`config.mk`:
```
export PLATFORM = sky130hd
export DESIGN_NAME = tl_enqueuer_param
export DESIGN_NICKNAME = d
export VERILOG_FILES = /design/src/rtl/tl_enq_pkg.sv /design/src/rtl/tl_enq_queue.sv /design/src/rtl/tl_enqueuer_param.sv
export SDC_FILE = /design/constraint.sdc
export NUM_CORES = 1
export LEC_CHECK = 0
export BUFFER_PORTS_ARGS = -buffer_cell sky130_fd_sc_hd__buf_2
export CORE_AREA = 4 4 265 267
export DETAILED_ROUTE_END_ITERATION = 10
export DIE_AREA = 0 0 269 271
export PLACE_DENSITY = 0.63
export SYNTH_ARGS = -nofsm -noshare
export SYNTH_HDL_FRONTEND = slang
export SYNTH_SLANG_ARGS = --single-unit
```
`constraint.sdc`:
```
create_clock -name clk -period 1.49 [get_ports clk]
set_input_delay 0 -clock clk [delete_from_list [all_inputs] [get_ports clk]]
set_output_delay 0 -clock clk [all_outputs]
set_load 0.05 [all_outputs]
```
`src/rtl/tl_enq_pkg.sv`:
```
// Shared constants for the TileLink enqueuer: channel widths, field offsets and a
// clog2 helper. The optional flow path is selected with the TL_ENQ_FLOW_EN macro.
package tl_enq_pkg;

  typedef enum logic [2:0] {
    CH_ACQ = 3'd0,
    CH_REL = 3'd1,
    CH_FIN = 3'd2,
    CH_GNT = 3'd3,
    CH_PRB = 3'd4
  } tl_chan_e;

  localparam int ACQ_W = 114;
  localparam int REL_W = 104;
  localparam int GNT_W = 79;
  localparam int FIN_W = 6;
  localparam int PRB_W = 32;

  localparam int ADDR_BLOCK_W = 26;
  localparam int DATA_W       = 64;

  // Acquire packing, LSB first: data, union, a_type, is_builtin_type, addr_beat,
  // client_xact_id, addr_block, dst, src.
  localparam int ACQ_DATA_LSB       = 0;
  localparam int ACQ_UNION_LSB      = 64;
  localparam int ACQ_A_TYPE_LSB     = 76;
  localparam int ACQ_BUILTIN_BIT    = 79;
  localparam int ACQ_ADDR_BEAT_LSB  = 80;
  localparam int ACQ_XACT_ID_BIT    = 83;
  localparam int ACQ_ADDR_BLOCK_LSB = 84;
  localparam int ACQ_DST_LSB        = 110;
  localparam int ACQ_SRC_LSB        = 112;

  localparam int REL_DATA_LSB = 0;
  localparam int GNT_DATA_LSB = 0;

  localparam int FIN_MGR_XACT_LSB = 0;
  localparam int FIN_MGR_XACT_W   = 2;
  localparam int FIN_DST_LSB      = 2;
  localparam int FIN_SRC_LSB      = 4;

  localparam int PRB_P_TYPE_LSB     = 0;
  localparam int PRB_ADDR_BLOCK_LSB = 2;
  localparam int PRB_DST_LSB        = 28;
  localparam int PRB_SRC_LSB        = 30;

  // A single-entry queue still needs a one-bit pointer, hence the floor of 1.
  function automatic int clog2_min1(input int value);
    int result;
    result = 0;
    for (int i = 0; i < 31; i++) begin
      if ((1 << i) < value) result = i + 1;
    end
    if (result < 1) result = 1;
    return result;
  endfunction

endpackage

```
`src/rtl/tl_enq_queue.sv`:
```
// One ready/valid FIFO of DEPTH entries; DEPTH 0 degenerates to wires.
// With TL_ENQ_FLOW_EN defined an empty queue forwards enq straight to deq.
module tl_enq_queue
  import tl_enq_pkg::*;
#(
  parameter int DEPTH = 2,
  parameter int WIDTH = 8
) (
  input  logic             clk,
  input  logic             rst_n,
  input  logic             i_enq_valid,
  output logic             o_enq_ready,
  input  logic [WIDTH-1:0] i_enq_bits,
  output logic             o_deq_valid,
  input  logic             i_deq_ready,
  output logic [WIDTH-1:0] o_deq_bits,
  output logic             o_empty
);

  generate
    if (DEPTH == 0) begin : g_pass
      logic w_unused_clk;
      assign w_unused_clk = clk ^ rst_n;
      assign o_deq_valid  = i_enq_valid;
      assign o_deq_bits   = i_enq_bits;
      assign o_enq_ready  = i_deq_ready;
      assign o_empty      = 1'b1;
    end else begin : g_fifo
      localparam int PTR_W = clog2_min1(DEPTH);
      localparam int CNT_W = clog2_min1(DEPTH + 1);
      localparam logic [PTR_W-1:0] LAST_PTR = PTR_W'(DEPTH - 1);
      localparam logic [CNT_W-1:0] FULL_CNT = CNT_W'(DEPTH);

      logic [WIDTH-1:0] r_mem [DEPTH];
      logic [PTR_W-1:0] r_wr_ptr;
      logic [PTR_W-1:0] r_rd_ptr;
      logic [CNT_W-1:0] r_count;
      logic [PTR_W-1:0] w_wr_ptr_next;
      logic [PTR_W-1:0] w_rd_ptr_next;
      logic             w_empty;
      logic             w_bypass;
      logic             w_enq_fire;
      logic             w_deq_fire;

      assign w_empty       = (r_count == '0);
      assign o_empty       = w_empty;
      assign o_enq_ready   = (r_count != FULL_CNT);
      assign w_wr_ptr_next = (r_wr_ptr == LAST_PTR) ? '0 : r_wr_ptr + 1'b1;
      assign w_rd_ptr_next = (r_rd_ptr == LAST_PTR) ? '0 : r_rd_ptr + 1'b1;

`ifdef TL_ENQ_FLOW_EN
      // A beat that can leave in the same cycle it arrives never touches storage.
      assign w_bypass    = w_empty && i_enq_valid && i_deq_ready;
      assign o_deq_valid = !w_empty || i_enq_valid;
      assign o_deq_bits  = w_empty ? i_enq_bits : r_mem[r_rd_ptr];
`else
      assign w_bypass    = 1'b0;
      assign o_deq_valid = !w_empty;
      assign o_deq_bits  = r_mem[r_rd_ptr];
`endif

      assign w_enq_fire = i_enq_valid && o_enq_ready && !w_bypass;
      assign w_deq_fire = i_deq_ready && !w_empty;

      always_ff @(posedge clk or negedge rst_n) begin
        if (!rst_n) begin
          r_wr_ptr <= '0;
          r_rd_ptr <= '0;
          r_count  <= '0;
          for (int i = 0; i < DEPTH; i++) r_mem[i] <= '0;
        end else begin
          if (w_enq_fire) begin
            r_mem[r_wr_ptr] <= i_enq_bits;
            r_wr_ptr        <= w_wr_ptr_next;
          end
          if (w_deq_fire) r_rd_ptr <= w_rd_ptr_next;
          if (w_enq_fire && !w_deq_fire) r_count <= r_count + 1'b1;
          else if (!w_enq_fire && w_deq_fire) r_count <= r_count - 1'b1;
        end
      end
    end
  endgenerate

endmodule

```
`src/rtl/tl_enqueuer_param.sv`:
```
// TileLink enqueuer: an independent FIFO per channel plus a global idle flag.
// Build with TL_ENQ_FLOW_EN to give every non-zero-depth FIFO a same-cycle flow path.
module tl_enqueuer_param #(
  parameter int ACQ_DEPTH = 2,
  parameter int REL_DEPTH = 2,
  parameter int GNT_DEPTH = 2,
  parameter int FIN_DEPTH = 0,
  parameter int PRB_DEPTH = 0,
  parameter int ACQ_W     = tl_enq_pkg::ACQ_W,
  parameter int REL_W     = tl_enq_pkg::REL_W,
  parameter int GNT_W     = tl_enq_pkg::GNT_W,
  parameter int FIN_W     = tl_enq_pkg::FIN_W,
  parameter int PRB_W     = tl_enq_pkg::PRB_W
) (
  input  logic             clk,
  input  logic             reset,
  input  logic             io_client_acquire_valid,
  output logic             io_client_acquire_ready,
  input  logic [ACQ_W-1:0] io_client_acquire_bits,
  output logic             io_manager_acquire_valid,
  input  logic             io_manager_acquire_ready,
  output logic [ACQ_W-1:0] io_manager_acquire_bits,
  input  logic             io_client_release_valid,
  output logic             io_client_release_ready,
  input  logic [REL_W-1:0] io_client_release_bits,
  output logic             io_manager_release_valid,
  input  logic             io_manager_release_ready,
  output logic [REL_W-1:0] io_manager_release_bits,
  input  logic             io_client_finish_valid,
  output logic             io_client_finish_ready,
  input  logic [FIN_W-1:0] io_client_finish_bits,
  output logic             io_manager_finish_valid,
  input  logic             io_manager_finish_ready,
  output logic [FIN_W-1:0] io_manager_finish_bits,
  input  logic             io_manager_grant_valid,
  output logic             io_manager_grant_ready,
  input  logic [GNT_W-1:0] io_manager_grant_bits,
  output logic             io_client_grant_valid,
  input  logic             io_client_grant_ready,
  output logic [GNT_W-1:0] io_client_grant_bits,
  input  logic             io_manager_probe_valid,
  output logic             io_manager_probe_ready,
  input  logic [PRB_W-1:0] io_manager_probe_bits,
  output logic             io_client_probe_valid,
  input  logic             io_client_probe_ready,
  output logic [PRB_W-1:0] io_client_probe_bits,
  output logic             io_idle
);

  logic [4:0] w_empty;

  tl_enq_queue #(.DEPTH(ACQ_DEPTH), .WIDTH(ACQ_W)) u_acquire (
    .clk(clk), .rst_n(reset),
    .i_enq_valid(io_client_acquire_valid), .o_enq_ready(io_client_acquire_ready),
    .i_enq_bits(io_client_acquire_bits),
    .o_deq_valid(io_manager_acquire_valid), .i_deq_ready(io_manager_acquire_ready),
    .o_deq_bits(io_manager_acquire_bits), .o_empty(w_empty[0])
  );

  tl_enq_queue #(.DEPTH(REL_DEPTH), .WIDTH(REL_W)) u_release (
    .clk(clk), .rst_n(reset),
    .i_enq_valid(io_client_release_valid), .o_enq_ready(io_client_release_ready),
    .i_enq_bits(io_client_release_bits),
    .o_deq_valid(io_manager_release_valid), .i_deq_ready(io_manager_release_ready),
    .o_deq_bits(io_manager_release_bits), .o_empty(w_empty[1])
  );

  tl_enq_queue #(.DEPTH(FIN_DEPTH), .WIDTH(FIN_W)) u_finish (
    .clk(clk), .rst_n(reset),
    .i_enq_valid(io_client_finish_valid), .o_enq_ready(io_client_finish_ready),
    .i_enq_bits(io_client_finish_bits),
    .o_deq_valid(io_manager_finish_valid), .i_deq_ready(io_manager_finish_ready),
    .o_deq_bits(io_manager_finish_bits), .o_empty(w_empty[2])
  );

  tl_enq_queue #(.DEPTH(GNT_DEPTH), .WIDTH(GNT_W)) u_grant (
    .clk(clk), .rst_n(reset),
    .i_enq_valid(io_manager_grant_valid), .o_enq_ready(io_manager_grant_ready),
    .i_enq_bits(io_manager_grant_bits),
    .o_deq_valid(io_client_grant_valid), .i_deq_ready(io_client_grant_ready),
    .o_deq_bits(io_client_grant_bits), .o_empty(w_empty[3])
  );

  tl_enq_queue #(.DEPTH(PRB_DEPTH), .WIDTH(PRB_W)) u_probe (
    .clk(clk), .rst_n(reset),
    .i_enq_valid(io_manager_probe_valid), .o_enq_ready(io_manager_probe_ready),
    .i_enq_bits(io_manager_probe_bits),
    .o_deq_valid(io_client_probe_valid), .i_deq_ready(io_client_probe_ready),
    .o_deq_bits(io_client_probe_bits), .o_empty(w_empty[4])
  );

  // Derived only from stored counts, so idle never glitches with input traffic.
  assign io_idle = &w_empty;

endmodule

```
==> results.yml, run 1 <==
run_status:
  status: "complete, but fails checks"
  violations: "negative setup slack"
global_routing:
  grt_pass1_vias: 20430
  grt_pass1_wl_um: 119100
  grt_max_degree: 49
  antenna_found_initial: 11
  grt_overflow: 0
  track_usage_pct: 20.88
setup_path:
  critical_path.top_delay_family: "buffers and inverters"
  slowest_stage: "dfrtp_4"
  path_cells: "buf_12 > buf_12 > buf_16 > mux2_2 > buf_6"
  crit_arrival_ns: 1.99
  crit_path_max_incr_delay_ns: 0.52
  critPathRequiredTime_ns: 1.49
  critPathMaxFanout: 5
  crit_path_end_kind: "output port"
  path_buf_inv: 4
  worstSetupStartpointType: "flop"
  worstSetupPathType: "flop to output port"
  crit_top_cell: "buf_12"
route:
  dr.pass1.iters: 4
  vias: 17930
  route.detailed.drc: 0
  routed_wl_um: 80310
  postRouteAntennaNets: 0
  drt-initial-drc-count: 626
  post_drt_wl_per_cell_um: 22.19
  viasPerCell: 4.953
synth:
  yosysUniqueCellTypes: 20
  synthSimpleGateAreaFrac_pct: 0.6005
  ys_top_cells_by_area: "dfrtp_1, mux2_2, mux2_4"
  synth_top_area_share_pct: 54.72
  ys_seq_area_share_pct: 54.72
  synth_nets: 2031
  ys_warn_count: 0
  synth_top_area_cell: "dfrtp_1"
  synth_compound_area_share_pct: 0
  muxShareOfSynthArea_pct: 39.73
  synth-seq-cells: 606
  synth_fa_ha_area_share_pct: 0.1354
  syn_area_per_cell_um2: 16.49
  synthCells: 1681
  synthesis.area_um2: 27710
  synth_xor_area_share_pct: 0.4741
  synth_top_family_by_area: "multiplexers"
clocking:
  cts_max_path_buffers: 3
  cts_max_level: 3
  cts_made_buffers: 68
  clk_pin_slew_worst_paths_ns: 0.06
  tritoncts: "built"
  cts-root-buf: "clkbuf_16"
  clock_latency_ns: 0.58
  cts.sinks: 606
job:
  drv_cap: 0
sta:
  rsz0062_at_grt: "yes"
  hold_viol_final: 0
  fin_ws_ns: -0.4960
  period_minus_slack_ns: 1.986
  tightest_slew_ns: 0.4873
  slew_headroom_pct: 67.41
  slew_violations: 0
  skew_ns: 0.01771
  max_clock_freq_ghz: 0.5035
  fin_crit_sh_pct: 133.3
  fin_setup_tns_ns: -163.00
  setup_viol: 775
floorplan:
  fp.dieW_um: 269
  die_area_um2: 72900
  io_pins: 693
  initial_utilization_pct: 40.69
  std_cell_rows: 96
  core_area_um2: 68110
  die_h_um: 271
worst_hold_path:
  hold_class: "input port to output port"
cells_and_area:
  fillers: 5149
  syn_to_final_growth_pct: 43.98
  layout-drive-gt1-share_pct: 65.40
  instances_no_fill: 3619
  nets: 3031
  post-route-util_pct: 58.59
  multi_input_area_um2: 11550
  seq_area_um2: 15180
  final_area_um2: 39900
placed_design:
  place_inst: 3156
  port_buffers: 608
  placed_area_um2: 32520
  gp_congestion: 0.8214
  hpwl_um: 54390
-- cells in the mapped netlist --
cell type / instances
mux2_2: 631
dfrtp_1: 606
mux2_4: 260
buf_4: 64
buf_2: 32
buf_8: 26
buf_6: 12
xor2_1: 9
clkbuf_1: 7
xnor2_1: 6
and2_1: 3
and3_4: 3
and3b_1: 3
buf_1: 3
ha_1: 3
nand2_1: 3
nand2b_4: 3
nor2_1: 3
or2_2: 3
nor3_1: 1
-- what timing repair did --
item,4_1_cts,5_1_grt
endpoints found under the setup margin,774,855
gates resized for setup,267,301
hold endpoints to repair,1134,0
setup buffers,6,8
hold buffers,307,0
pin swaps,0,2
cloned,2,14
-- flip-flops by register name (all words and copies together) (netlist names) --
signal and count:
u_acquire.g_fifo.r_count 2, u_acquire.g_fifo.r_mem 228, u_acquire.g_fifo.r_rd_ptr 1, u_acquire.g_fifo.r_wr_ptr 1, u_grant.g_fifo.r_count 2, u_grant.g_fifo.r_mem 158
u_grant.g_fifo.r_rd_ptr 1, u_grant.g_fifo.r_wr_ptr 1, u_release.g_fifo.r_count 2, u_release.g_fifo.r_mem 208, u_release.g_fifo.r_rd_ptr 1, u_release.g_fifo.r_wr_ptr 1
-- final timing paths --
kind	from	to	slack, ns	cells after the start
max	u_release.g_fifo.r_rd_ptr$_DFFE_PN0P_	io_manager_release_bits[102]	-0.50	5
min	io_manager_probe_bits[19]	io_client_probe_bits[19]	0.00002	0
max reg2reg	u_release.g_fifo.r_count[0]$_DFFE_PN0P_	u_release.g_fifo.r_mem[130]$_DFFE_PN0P_	-0.18	5
min reg2reg	u_acquire.g_fifo.r_mem[114]$_DFFE_PN0P_	u_acquire.g_fifo.r_mem[114]$_DFFE_PN0P_	0.50	1
max in group asynchronous	reset	u_acquire.g_fifo.r_mem[49]$_DFFE_PN0P_	0.30	3
min in group asynchronous	reset	u_grant.g_fifo.r_mem[118]$_DFFE_PN0P_	0.27	3
-- layer usage --
layer	up-vias	track usage (%)	routed length (µm)
met2	553	35.99	40980
met4	6	9.933	3603
met3	180	5.375	4620
li1	7959	-	-
met5	-	0	34
met1	9228	24.18	31070
-- area by class of cell --
type	count	area share (%)
clock inverter	28	0.7150
antenna	6	0.03763
tap	882	2.766
clock buffer	92	4.895
multi-input combinational	931	28.95
sequential	606	38.03
timing repair buffer	1074	24.60
-- logic make-up after synthesis --
| kind of cell | after synthesis |
|---|---|
| mux | 891 |
| flops | 606 |
| buf+inv | 144 |
| simple gates | 22 |
| xor+xnor | 15 |
| fa+ha+maj | 3 |
-- metrics by stage --
stage | hold WS, ns | setup slack, ns
2_1_floorplan | -0.2956 | -0.1584
3_3_place_gp | 0.0003409 | -0.1077
3_5_place_dp | 0.0003409 | -0.1438
4_1_cts | 0.0003409 | -0.5448
5_1_grt | 0.00008017 | -0.5659
6_report | 0.00002200 | -0.4960
-- cells in the final DEF, fill, tap and decap left out, types with 14 or more instances in the layout --
master and count:
dlygate4sd3_1 306, dfrtp_1 603, buf_6 204, mux2_2 584
buf_4 102, buf_12 58, clkbuf_8 14, mux2_4 307
clkbuf_16 81, clkinv_2 15, buf_2 368
Power of run 1 is left out: the tool's default activity adds up to more than one toggle a clock period on the data nets, which glitch-free logic cannot reach.
==> run 2: changes to the inputs <==
CORE_AREA = 4 4 266 268   (was 4 4 265 267)
DIE_AREA = 0 0 270 272   (was 0 0 269 271)
SYNTH_HIERARCHICAL = 1   (was unset)
==> results.yml, run 2 <==
run_status:
  status: "complete, but fails checks"
  violations: "negative setup slack"
cells_and_area:
  final_cell_mix: "dfrtp_1, mux2_2, mux2_4"
  largest_reg_flops: 228
  layout_commonest_cell: "dfrtp_1"
  layout-drive-gt1-share_pct: 65.04
  top_regs: "u_acquire/g_fifo.r_mem: 228 flops, u_release/g_fifo.r_mem: 208 flops, u_grant/g_fifo.r_mem: 158 flops"
  largest-register: "u_acquire/g_fifo.r_mem"
  post-route-util_pct: 59.62
  nets: 3032
  instances_no_fill: 3618
  syn_to_final_growth_pct: 46.31
setup_path:
  worstSetupStartpointType: "flop"
  critPathRequiredTime_ns: 1.49
  worstSetupPathType: "flop to output port"
  critPathMaxFanout: 5
  crit_arrival_ns: 2.00
  crit_path_end_kind: "output port"
route:
  route.detailed.drc: 0
  routed_wl_um: 80830
  dr.pass1.iters: 5
  vias: 17860
  drt-initial-drc-count: 657
  viasPerCell: 4.935
  post_drt_wl_per_cell_um: 22.34
  postRouteAntennaNets: 0
synth:
  synth_top_area_share_pct: 54.45
  synth_top_area_cell: "dfrtp_1"
  synthArstFlopShare_pct: 100.0
  synth_nets: 2040
  synth_ff_type: "dfrtp_1"
  syn_area_per_cell_um2: 16.48
  synth-seq-cells: 606
  post_synth_most_frequent_cells: "mux2_2, dfrtp_1, mux2_4, buf_4, clkbuf_1"
  ys_seq_area_share_pct: 54.45
  synth_fa_ha_area_share_pct: 0.1348
  synth_edf_count: 0
  synthesis.area_um2: 27850
  yosysUniqueCellTypes: 23
  synthCells: 1690
  synth.most_common_cell: "mux2_2"
  muxShareOfSynthArea_pct: 39.53
  synthSimpleGateAreaFrac_pct: 0.6244
  ys_warn_count: 6
  ys_top_cells_by_area: "dfrtp_1, mux2_2, mux2_4"
  synth_compound_area_share_pct: 0
  synth_top_family_by_area: "multiplexers"
  synth_xor_area_share_pct: 0.4717
clocking:
  cts_max_path_buffers: 3
  cts_max_level: 3
  cts_made_buffers: 70
  cts.sinks: 606
  tritoncts: "built"
  clock_latency_ns: 0.60
  cts-root-buf: "clkbuf_16"
  clk_pin_slew_worst_paths_ns: 0.05
global_routing:
  track_usage_pct: 20.29
  grt_pass1_vias: 20280
  top_usage_layer: "met2"
  antenna_found_initial: 4
  grt_max_degree: 98
  globalRouteMet3Util_pct: 5.048
  grt_overflow: 0
  gr-usage-met2_pct: 35.09
  grt_pass1_wl_um: 119000
  gr-usage-met1_pct: 24.47
placed_design:
  hpwl_um: 51900
  place_inst: 3130
  port_buffers: 608
  gp_congestion: 0.8354
sta:
  skew_ns: 0.02495
  slew_violations: 0
  hold_viol_final: 0
  period_minus_slack_ns: 2.001
  fin_setup_tns_ns: -176.45
  fin_ws_ns: -0.5111
  rsz0062_at_grt: "yes"
  setup_viol: 884
  tightest_slew_ns: 0.9471
  slew_headroom_pct: 36.65
  fin_crit_sh_pct: 134.3
  max_clock_freq_ghz: 0.4997
floorplan:
  die_area_um2: 73440
  fp.dieW_um: 270
  io_pins: 693
  die_h_um: 272
  initial_utilization_pct: 40.75
  std_cell_rows: 96
  core_area_um2: 68350
job:
  drv_cap: 0
worst_hold_path:
  hold_class: "input port to output port"
run 2: changes by cell type after synthesis, moves of 5 or more:
cell,change
buf_2,-17
clkbuf_1,+11
buf_12,+14
buf_8,-9
buf_4,+10
buf_6,-5
run 2: stage by stage:
step                setup WS, ns  area [µm²]  hold slack, ns
floorplan                -0.1595       28150         -0.2956
global placement        -0.07888       32300        -0.09615
detailed placement      -0.09619       32300        -0.09662
CTS                      -0.5479       38940       0.0003409
global route             -0.5715       40750       0.0002196
finish                   -0.5111       40750      0.00006528
run 2: what timing repair did:
item	in CTS	in global routing
resized for setup	295	510
pin swaps	4	2
endpoints found under the hold margin	1212	0
hold buffers	305	0
cloned	9	23
buffers inserted	15	13
setup endpoints to repair	730	911
run 2: critical path, stage by stage, from the launching register on:
cell     delay [ns]
dfrtp_4        0.52
buf_12         0.17
buf_12         0.13
buf_16         0.13
mux2_4         0.31
buf_12         0.15
run 2: worst paths after layout:
check | endpoint | cells after the start | slack [ns] | from
worst max register to register | u_release/g_fifo.r_mem[45]$_DFFE_PN0P_ | 5 | -0.20 | u_release/g_fifo.r_count[1]$_DFFE_PN0P_
worst max-delay path | io_manager_acquire_bits[69] | 5 | -0.51 | u_acquire/g_fifo.r_rd_ptr$_DFFE_PN0P_
worst min register to register | u_acquire/g_fifo.r_mem[111]$_DFFE_PN0P_ | 1 | 0.50 | u_acquire/g_fifo.r_mem[111]$_DFFE_PN0P_
worst min-delay path | io_client_probe_bits[3] | 0 | 0.00007 | io_manager_probe_bits[3]
min in group asynchronous | u_acquire/g_fifo.r_mem[7]$_DFFE_PN0P_ | 3 | 0.07 | reset
max in group asynchronous | u_acquire/g_fifo.r_mem[24]$_DFFE_PN0P_ | 3 | 0.03 | reset
run 2: logic make-up after synthesis:
logic type | after synthesis
XOR/XNOR | 15
adder cells (fa/ha/maj) | 3
buffers and inverters | 149
flip-flops | 606
multiplexers | 891
other | 2
AND/OR/NAND/NOR | 24
run 2: final cells by class:
cell class | instances | area [µm²]
Antenna cell | 4 | 10.01
Clock buffer | 106 | 2079
Clock inverter | 16 | 203.9
Fill cell | 4997 | 27600
Inverter | 3 | 13.76
Multi-Input combinational cell | 936 | 11780
Sequential cell | 606 | 15180
Tap cell | 882 | 1104
Timing Repair Buffer | 1065 | 10380
run 2: metal layers:
layer	up-vias	wire length, µm
li1	7979	-
met1	9173	31900
met2	536	41120
met3	167	4636
met4	0	3171
met5	-	0
Power of run 2 is left out for the same reason.
==> run 3: changes to the inputs <==
RECOVER_POWER = 25   (was unset)
==> results.yml, run 3 (same netlist as run 2, synthesis figures left out) <==
floorplan:
  core_area_um2: 68350
  fp.dieW_um: 270
  initial_utilization_pct: 40.75
  io_pins: 693
  die_h_um: 272
  std_cell_rows: 96
  die_area_um2: 73440
cells_and_area:
  multi_input_area_um2: 11780
  instances_no_fill: 3618
  final_cell_mix: "dfrtp_1, mux2_2, mux2_4"
  layout_commonest_cell: "dfrtp_1"
  fillers: 5003
  syn_to_final_growth_pct: 46.13
  largest_reg_flops: 228
  layout-drive-gt1-share_pct: 64.86
  seq_area_um2: 15180
  largest-register: "u_acquire/g_fifo.r_mem"
  top_regs: "u_acquire/g_fifo.r_mem: 228 flops, u_release/g_fifo.r_mem: 208 flops, u_grant/g_fifo.r_mem: 158 flops"
  nets: 3032
global_routing:
  grt_overflow: 0
  grt_pass1_wl_um: 119000
  track_usage_pct: 20.29
  grt_pass1_vias: 20280
  grt_max_degree: 98
  antenna_found_initial: 4
sta:
  period_minus_slack_ns: 1.998
  slew_violations: 0
  fin_ws_ns: -0.5077
  rsz0062_at_grt: "yes"
  fin_setup_tns_ns: -174.71
  skew_ns: 0.02549
  fin_crit_sh_pct: 134.1
  hold_viol_final: 0
  slew_headroom_pct: 27.87
  tightest_slew_ns: 1.082
  setup_viol: 884
  whs_ns: 0.00006528
  max_clock_freq_ghz: 0.5006
route:
  route.detailed.drc: 0
  routed_wl_um: 80870
  postRouteAntennaNets: 0
  post_drt_wl_per_cell_um: 22.35
  vias: 17880
  dr.pass1.iters: 4
  drt-initial-drc-count: 717
  viasPerCell: 4.942
setup_path:
  worstSetupStartpointType: "flop"
  critPathMaxFanout: 5
  critPathRequiredTime_ns: 1.49
  crit_path_start: "u_acquire/g_fifo.r_rd_ptr$_DFFE_PN0P_"
  crit_arrival_ns: 2.00
  crit_path_end_kind: "output port"
  worstSetupPathType: "flop to output port"
  timing.rr.start: "u_release/g_fifo.r_count[1]$_DFFE_PN0P_"
placed_design:
  hpwl_um: 51900
  place_inst: 3130
  post-place-ws_ns: -0.09619
  port_buffers: 608
  gp_congestion: 0.8354
clocking:
  clock_latency_ns: 0.60
  cts_max_path_buffers: 3
  cts_made_buffers: 70
  tritoncts: "built"
  clk_pin_slew_worst_paths_ns: 0.05
  cts.sinks: 606
  cts-root-buf: "clkbuf_16"
  cts_max_level: 3
run_status:
  status: "complete, but fails checks"
  violations: "negative setup slack"
worst_hold_path:
  hp-start: "io_manager_probe_bits[3]"
  hold_class: "input port to output port"
job:
  drv_cap: 0
-- run 3: cell count changes in the layout (fill, tap and decap cells not counted), sizes merged --
cell,delta
buf,-7
clkbuf,+7
-- run 3: worst paths after layout --
| path | end | slack (ns) | cells past startpoint |
|---|---|---|---|
| max in group asynchronous | u_acquire/g_fifo.r_mem[24]$_DFFE_PN0P_ | 0.03 | 3 |
| setup reg to reg | u_release/g_fifo.r_mem[45]$_DFFE_PN0P_ | -0.20 | 5 |
| min in group asynchronous | u_acquire/g_fifo.r_mem[226]$_DFFE_PN0P_ | 0.11 | 3 |
| hold / removal | io_client_probe_bits[3] | 0.00007 | 0 |
| setup / recovery | io_manager_acquire_bits[69] | -0.51 | 5 |
| hold reg to reg | u_acquire/g_fifo.r_mem[111]$_DFFE_PN0P_ | 0.50 | 1 |
-- run 3: stage by stage --
step	instance area [µm²]	utilization, %
2_1_floorplan	28150	-
3_3_place_gp	32300	47.25
3_5_place_dp	32300	47.25
4_1_cts	38940	56.98
5_1_grt	40700	59.55
6_report	40700	59.55
-- run 3: final cells by class --
type                    instances  area share, %
flip-flops and latches        606          37.29
multi-input cells             936          28.94
repair buffers               1065          25.39
clock buffers                 106          5.109
well taps                     882          2.711
clock inverters                16         0.5011
inverters                       3        0.03382
diodes                          4        0.02459
-- run 3: worst max-delay path, cell delays in order, from the launching register on --
cell	delay [ns]
dfrtp_4	0.52
buf_12	0.17
buf_12	0.13
buf_16	0.13
mux2_4	0.31
buf_12	0.15
-- run 3: what timing repair did --
action | 4_1_cts | 5_1_grt
resized for setup | 295 | 510
endpoints found under the hold margin | 1212 | 0
setup endpoints to repair | 730 | 911
pin swaps | 4 | 2
buffers inserted | 15 | 13
hold buffers | 305 | 0
cloned | 9 | 23
-- run 3: layer usage --
layer	share of wire (%)	vias up	track usage [%]
li1	-	7986	-
met1	39	9198	24.47
met2	51	530	35.09
met3	5.8	167	5.048
met4	3.9	0	7.924
met5	0	-	0
Power of run 3 is left out for the same reason.
